==> src/rtl/regfile_bist_seq.sv <==
// regfile_bist_seq: built-in self-test sequencer for an 8x16 (by default) register file.
// It writes pat(a) = SEED + a*0x0101 to every address. It then reads all addresses back,
// ascending on port R and descending on port S, and checks each read against the pattern.
//
// Ports:
//   clk, reset         rising-edge clock, synchronous active-high reset
//   start              one-cycle run request, honoured only while idle
//   busy, done         run in progress / one-cycle "result final" pulse
//   pass               last run had no mismatches (held until next start)
//   err_count          total mismatches over both ports, saturating
//   err_addr           R-port address of the first mismatch (0 if none)
//   we, W_Adr, W       register-file write port
//   R_Adr, S_Adr       register-file read addresses
//   R, S               register-file read data (combinational from the addresses)
module regfile_bist_seq #(
  parameter int unsigned ADDR_W = 3,
  parameter int unsigned DATA_W = 16,
  parameter logic [DATA_W-1:0] SEED = 16'hA500
) (
  input  logic              clk,
  input  logic              reset,
  input  logic              start,
  output logic              busy,
  output logic              done,
  output logic              pass,
  output logic [ADDR_W+1:0] err_count,
  output logic [ADDR_W-1:0] err_addr,
  output logic              we,
  output logic [ADDR_W-1:0] W_Adr,
  output logic [DATA_W-1:0] W,
  output logic [ADDR_W-1:0] R_Adr,
  output logic [ADDR_W-1:0] S_Adr,
  input  logic [DATA_W-1:0] R,
  input  logic [DATA_W-1:0] S
);

  localparam logic [ADDR_W-1:0] LastAddr = {ADDR_W{1'b1}};
  localparam logic [DATA_W-1:0] PatStep  = DATA_W'(16'h0101);

  typedef enum logic [2:0] {StIdle, StWrite, StRead, StDrain, StFin} state_e;

  state_e              r_state;
  logic [ADDR_W-1:0]   r_a;
  logic                r_busy, r_done, r_pass, r_we, r_cmp_valid;
  logic [ADDR_W+1:0]   r_err_count;
  logic [ADDR_W-1:0]   r_err_addr, r_w_adr, r_r_adr, r_s_adr;
  logic [DATA_W-1:0]   r_w, r_exp_r, r_exp_s;

  logic                w_mis_r, w_mis_s;
  logic [ADDR_W+2:0]   w_sum;
  logic [ADDR_W+1:0]   w_err_next;

  function automatic logic [DATA_W-1:0] pat(input logic [ADDR_W-1:0] a);
    return SEED + DATA_W'(a) * PatStep;
  endfunction

  // Compare stage: one cycle behind the address issue, using the registered expectations.
  always_comb begin
    w_mis_r    = r_cmp_valid && (R != r_exp_r);
    w_mis_s    = r_cmp_valid && (S != r_exp_s);
    w_sum      = {1'b0, r_err_count} + (ADDR_W+3)'(w_mis_r) + (ADDR_W+3)'(w_mis_s);
    w_err_next = w_sum[ADDR_W+2] ? {(ADDR_W+2){1'b1}} : w_sum[ADDR_W+1:0];
  end

  always_ff @(posedge clk) begin
    if (reset) begin
      r_state     <= StIdle;
      r_a         <= '0;
      r_busy      <= 1'b0;
      r_done      <= 1'b0;
      r_pass      <= 1'b0;
      r_we        <= 1'b0;
      r_cmp_valid <= 1'b0;
      r_err_count <= '0;
      r_err_addr  <= '0;
      r_w_adr     <= '0;
      r_w         <= '0;
      r_r_adr     <= '0;
      r_s_adr     <= '0;
      r_exp_r     <= '0;
      r_exp_s     <= '0;
    end else begin
      r_done      <= 1'b0;
      r_cmp_valid <= 1'b0;

      if (w_mis_r || w_mis_s) begin
        r_err_count <= w_err_next;
        // First mismatch of the run; counter is cleared at start and never wraps to 0.
        if (r_err_count == '0) r_err_addr <= r_r_adr;
      end

      unique case (r_state)
        StIdle: begin
          if (start) begin
            r_state     <= StWrite;
            r_busy      <= 1'b1;
            r_pass      <= 1'b0;
            r_a         <= '0;
            r_err_count <= '0;
            r_err_addr  <= '0;
          end
        end
        StWrite: begin
          r_we    <= 1'b1;
          r_w_adr <= r_a;
          r_w     <= pat(r_a);
          r_a     <= r_a + 1'b1;
          if (r_a == LastAddr) begin
            r_state <= StRead;
            r_a     <= '0;
          end
        end
        StRead: begin
          r_we        <= 1'b0;
          r_r_adr     <= r_a;
          r_s_adr     <= ~r_a;  // DEPTH-1-a for a power-of-two depth
          r_exp_r     <= pat(r_a);
          r_exp_s     <= pat(~r_a);
          r_cmp_valid <= 1'b1;
          r_a         <= r_a + 1'b1;
          if (r_a == LastAddr) r_state <= StDrain;
        end
        StDrain: begin
          r_state <= StFin;
        end
        StFin: begin
          r_done  <= 1'b1;
          r_pass  <= (r_err_count == '0);
          r_busy  <= 1'b0;
          r_state <= StIdle;
        end
        default: r_state <= StIdle;
      endcase
    end
  end

  assign busy      = r_busy;
  assign done      = r_done;
  assign pass      = r_pass;
  assign err_count = r_err_count;
  assign err_addr  = r_err_addr;
  assign we        = r_we;
  assign W_Adr     = r_w_adr;
  assign W         = r_w;
  assign R_Adr     = r_r_adr;
  assign S_Adr     = r_s_adr;

endmodule

==> config.mk <==
export PLATFORM = sky130hd
export DESIGN_NAME = regfile_bist_seq
export DESIGN_NICKNAME = d
export VERILOG_FILES = /design/src/rtl/regfile_bist_seq.sv
export SDC_FILE = /design/constraint.sdc
export NUM_CORES = 1
export LEC_CHECK = 0
export CAP_MARGIN = 20
export CORE_MARGIN = 8
export CORE_UTILIZATION = 40
export DETAILED_ROUTE_END_ITERATION = 12
export PLACE_DENSITY = 0.76
export SLEW_MARGIN = 20
export SYNTH_ARGS = -nofsm -noshare
export SYNTH_HDL_FRONTEND = slang
export SYNTH_SLANG_ARGS = --single-unit
==> constraint.sdc <==
create_clock -name clk -period 2.24 [get_ports clk]
set_clock_uncertainty 0.2 [all_clocks]
set_input_delay 0.224 -clock clk [delete_from_list [all_inputs] [get_ports clk]]
set_output_delay 0.224 -clock clk [all_outputs]
set_load 0.02 [all_outputs]
Word-level counts from Yosys, hierarchy flattened
Cells that the tools add are included.
{"block": "totals", "register_bits": 76, "out_inout_bits": 37, "wordCells": 66}
{"block": "op_classes", "mul": 2, "n_reduce_logical": 11, "mux": 22, "add_sub_neg": 5, "n_eq_ne": 10, "bitwise_logic": 1}
{"operator": "16-bit by 12-bit adder with 16-bit output (first input constant)", "n": 2}
{"operator": "16-bit inequality test", "n": 2}
{"operator": "3-bit two-way mux", "n": 9}
{"operator": "3-bit by 9-bit multiplier with 12-bit output (second input constant)", "n": 2}
{"operator": "5-bit two-way mux", "n": 4}
{"operator": "3-bit case mux with 4 select lines", "n": 1}
{"operator": "3-bit case mux with 3 select lines", "n": 1}
{"operator": "5-bit by 1-bit adder with 6-bit output", "n": 1}
{"operator": "6-bit by 1-bit adder with 6-bit output", "n": 1}
{"operator": "3-bit by 2-bit equality test with 1-bit output (second input constant)", "n": 2}
{"operator": "3-bit equality test (second input constant)", "n": 2}
{"operator": "2-bit inequality test (second input constant)", "n": 3}
{"operator": "1-bit case mux with 2 select lines", "n": 3}
{"operator": "5-bit zero test", "n": 1}
{"operator": "1-bit two-way mux", "n": 4}
{"operator": "2-bit AND reduction", "n": 2}
{"operator": "2-bit nonzero test", "n": 2}
{"operator": "3-bit by 1-bit adder with 3-bit output (second input constant)", "n": 1}
{"operator": "3-bit by 1-bit equality test with 1-bit output (second input constant)", "n": 1}
{"operator": "3-bit zero test", "n": 1}
{"operator": "3-bit inverter", "n": 1}
{"operator": "3-bit AND reduction", "n": 1}
{"operator": "3-bit nonzero test", "n": 1}
{"operator": "1-bit logical AND", "n": 2}
{"operator": "1-bit logical OR", "n": 1}

Longest topological paths before layout
{"block": "depth", "ltp_word": 8, "mapped_depth": 9, "depth_no_buf": 9}

Worst setup path before layout
OpenSTA, ideal clock, no wires.
{"block": "synth_path", "path_kind": "reg2reg", "startpoint": "register r_exp_r[13]", "endpoint": "register r_err_count[4], in the netlist err_count[4]", "path_stages_with_launch": 9, "slack_ns": -0.192, "path_buffers": 0, "period_less_slack_ns": 2.432, "setup_ns": 0.088, "arrival_time_ns": 2.144, "path_cell_list": "dfxtp_1 -> and3_1 -> o211ai_1 -> nor3_2 -> and2b_2 -> fa_1 -> ha_1 -> and4_4 -> a311oi_2"}
{"block": "synth_between", "elab_chain_cells": 8, "word_cells_on_any_way": 9, "cone_classes": "2 x add/sub; 1 x eq/ne; 4 x mux; 2 x reduce/logical"}
{"element": "start: declaration", "line": "47", "rtl": "logic [DATA_W-1:0] r_w, r_exp_r, r_exp_s;"}
{"element": "start signal: assignment", "line": "117", "rtl": "r_exp_r <= pat(r_a);"}
{"element": "16-bit inequality test *", "line": "59", "rtl": "w_mis_r = r_cmp_valid && (R != r_exp_r);"}
{"element": "1-bit logical AND *", "line": "59"}
{"element": "5-bit by 1-bit adder with 6-bit output", "line": "61", "rtl": "w_sum = {1'b0, r_err_count} + (ADDR_W+3)'(w_mis_r) + (ADDR_W+3)'(w_mis_s);"}
{"element": "6-bit by 1-bit adder with 6-bit output", "line": "61"}
{"element": "5-bit two-way mux", "line": "62", "rtl": "w_err_next = w_sum[ADDR_W+2] ? {(ADDR_W+2){1'b1}} : w_sum[ADDR_W+1:0];"}
{"element": "5-bit two-way mux *", "line": "86", "rtl": "if (w_mis_r || w_mis_s) begin"}
{"element": "5-bit two-way mux", "line": "94", "rtl": "if (start) begin"}
{"element": "5-bit two-way mux *", "line": "92", "rtl": "unique case (r_state)"}
{"element": "end signal: assignment", "line": "87", "rtl": "r_err_count <= w_err_next;"}
{"element": "end: declaration", "line": "45", "rtl": "logic [ADDR_W+1:0] r_err_count;"}
Every way passes the cells marked *; elsewhere a longest branch is shown, timed or not.
A chain may end at the register's enable or synchronous reset.

Worst setup path after layout
{"block": "layout_path", "startpoint": "input port R[11]", "endpoint": "register r_err_count[4], in the netlist err_count[4]"}
{"block": "layout_between", "elab_chain_cells": 8, "word_cells_on_any_way": 9, "cone_classes": "2 x add/sub; 1 x eq/ne; 4 x mux; 2 x reduce/logical"}
{"element": "start: declaration", "line": "33", "rtl": "input logic [DATA_W-1:0] R,"}
{"element": "16-bit inequality test *", "line": "59"}
{"element": "1-bit logical AND *", "line": "59"}
{"element": "5-bit by 1-bit adder with 6-bit output", "line": "61"}
{"element": "6-bit by 1-bit adder with 6-bit output", "line": "61"}
{"element": "5-bit two-way mux", "line": "62"}
{"element": "5-bit two-way mux *", "line": "86"}
{"element": "5-bit two-way mux", "line": "94"}
{"element": "5-bit two-way mux *", "line": "92"}
Marked as above.

==> results.toml <==
[placed_design]
place_congestion = 0.743
port_buffers = 64
preCtsSetupSlack_ns = -0.511
dp_hpwl_mm = 3.79
placed_area_sq_um = 2680

[run]
drv_cap = 0

[critical_path]
path_class = "in2reg"
start_kind = "primary input"
cp-end-kind = "flop"
critical_path_required_ns = 2.24
reg2regPathDepth = 8
arrival_ns = 2.30
cp_max_fo = 4

[outcome]
status = "complete, but fails checks"
violations = "setup timing"

[floorplanning]
die_w_microns = 85.8
num_rows = 25
ios = 72
die-area_sq_um = 7360
fp.coreArea_sq_um = 4720
die_h_microns = 85.8
start_util_pct = 41.2

[final_layout]
drive_gt1_share_pct = 18.4
areaGrowthSynthToFinish_pct = 44.4
antenna_cells = 0
final_nets = 330
fillers = 415
fin_area_sq_um = 2810

[detailed_routing]
vias = 1707
via_per_inst = 4.81
wl_per_cell_microns = 13.9
detail_route.wirelength_mm = 4.92
drc = 0
drtIter0Drc = 99
ant_nets = 0
first_pass_iters = 4

[clocking]
cts_root_buf = "clkbuf_8"
numCtsBuffers = 5
cts_sinks = 39
cts.htree.levels = 2
hold_buffers = 0
cts_tree = "yes"
clkSlewWorstSetupHoldPaths_ns = 0.08
clk_path_buf_depth = 2
clock_latency_ns = 0.29

[hold_path]
hold_depth = 2
hp-class = "reg2reg"

[power]
powerDensity_nw_per_um2 = 490
power.leakage_uw = 0.00110
power.total_uw = 1380
ir_worst_vdd_mv = 0.387

[timing]
max_freq_mhz = 436
fin_crit_sh_pct = 102
timing_hold_violations_final = 0
drv_slew = 0
final-setup-viol-count = 3
period_needed_ns = 2.29
rsz0062_at_grt = "true"
worst_slack_ns = -0.0546
tns_ns = -0.0732

[synth]
synthFlopType = "dfxtp_1"
async_flop_share_pct = 0
synth_cell_types = 42
syn-instance-count = 219
synth_edf_count = 0
ys_ff_latch = 39
seq_area_frac_synth_pct = 40.1
yosysWarnings = 0
netlist_area_sq_um = 1950
avgSynthCellArea_sq_um = 8.90

[global_routing]
use_met2_pct = 21.7
busiest_layer = "met2"
grt_usage_pct = 13.6
grt_pass1_wl_mm = 7.96
grt_max_degree = 17
grt_pass1_vias = 1700
grt_use_met3_pct = 4.11
antenna_found_initial = 0
use_met1_pct = 16.0
grt-ovfl-total = 0
layout make-up:
type                    instances  area (sq um)  area share (%)
clock buffers                   6          82.6            2.93
clock inverters                 1          5.00           0.178
inverters                       6          22.5           0.800
multi-input cells             156          1070            38.0
flip-flops and latches         39           796            28.3
well taps                      67          83.8            2.98
repair buffers                 80           754            26.8
critical path, cell delays in order:
cell and delay (ns):
clkdlybuf4s50_1 0.48, xnor2_1 0.11, nand3_1 0.10, nor3_2 0.20
and2b_2 0.25, fa_2 0.40, ha_4 0.18, and4_4 0.14
a311oi_2 0.21
flip-flops by register name, indices dropped and copies added, names as in the netlist:
register	cells
R_Adr	2
S_Adr	2
W	6
W_Adr	2
busy	1
done	1
err_addr	3
err_count	5
pass	1
r_a	3
r_cmp_valid	1
r_exp_r	5
r_exp_s	3
r_state	3
we	1
through the flow:
stage | hold WS (ns) | utilization [%] | instances
final | 0.293 | 59.6 | 355
after global placement | 0.277 | 56.7 | 348
after detailed placement | 0.282 | 56.7 | 348
after CTS | 0.294 | 58.8 | 355
after floorplan | 0.100 | - | 225
after global routing | 0.310 | 59.6 | 355
timing repair:
item                                    in CTS  in global routing
endpoints found under the setup margin       5                  5
resized for setup                           22                 11
hold endpoints to repair                     0                  0
pin swaps                                   19                 10
setup buffers                                0                  0
synthesized netlist by cell type, drive strengths merged, types with 3 or more instances:
library cell  instances  area [sq um]
nand3                 3          15.0
nor2                 38           143
nand2                12          45.0
nor4                  4          37.5
mux2i                 8          80.1
xnor2                14           123
clkbuf                6          22.5
nor3                 10          60.1
a211oi               11          82.6
buf                  18           133
inv                   6          22.5
ha                    6          75.1
a21oi                13          68.8
dfxtp                39           781
placed cells by master (no fill, tap or decap), types with 5 or more instances in the layout:
cell type,count
dlymetal6s2s_1,5
clkbuf_8,6
xnor2_1,11
dlygate4sd2_1,15
nor3_1,5
dfxtp_1,33
clkdlybuf4s50_1,44
a21oi_1,12
nor3_2,5
inv_1,6
nand2_1,11
buf_4,16
conb_1,7
a211oi_1,11
ha_1,5
mux2i_1,8
nor2_1,37
worst paths after layout:
path	slack (ns)	start	endpoint
worst min register to register	0.29	R_Adr[0]	R_Adr[0]
worst max-delay path	-0.05	R[11]	err_count[4]
worst max register to register	-0.05	r_exp_r[13]	err_count[4]
worst min-delay path	0.29	R_Adr[0]	R_Adr[0]
kinds of logic (layout without fill, tap and decap cells):
group / after synthesis / in the layout / share of synthesized area, %
AND/OR/NAND/NOR: 84 / 84 / 22.0
flip-flops: 39 / 39 / 40.1
AO/OA/AOI/OAI: 35 / 35 / 12.8
buffers and inverters: 30 / 93 / 9.12
XOR/XNOR: 14 / 14 / 6.29
multiplexers: 9 / 9 / 4.69
adder cells (fa/ha/maj): 7 / 7 / 4.88
other: 1 / 7 / 0.192
routing by layer:
layer | share of wire [%] | wire [microns]
met4 | 1.9 | 96
met1 | 45 | 2210
met2 | 46 | 2270
met5 | 0 | 0
met3 | 7.0 | 344
power breakdown:
| group | internal (uW) | switching, uW |
|---|---|---|
| clock | 242 | 238 |
| sequential | 703 | 11.6 |
| combinational | 97.6 | 87.1 |
| total | 1040 | 336 |
Power figures use the tool's default switching activity.
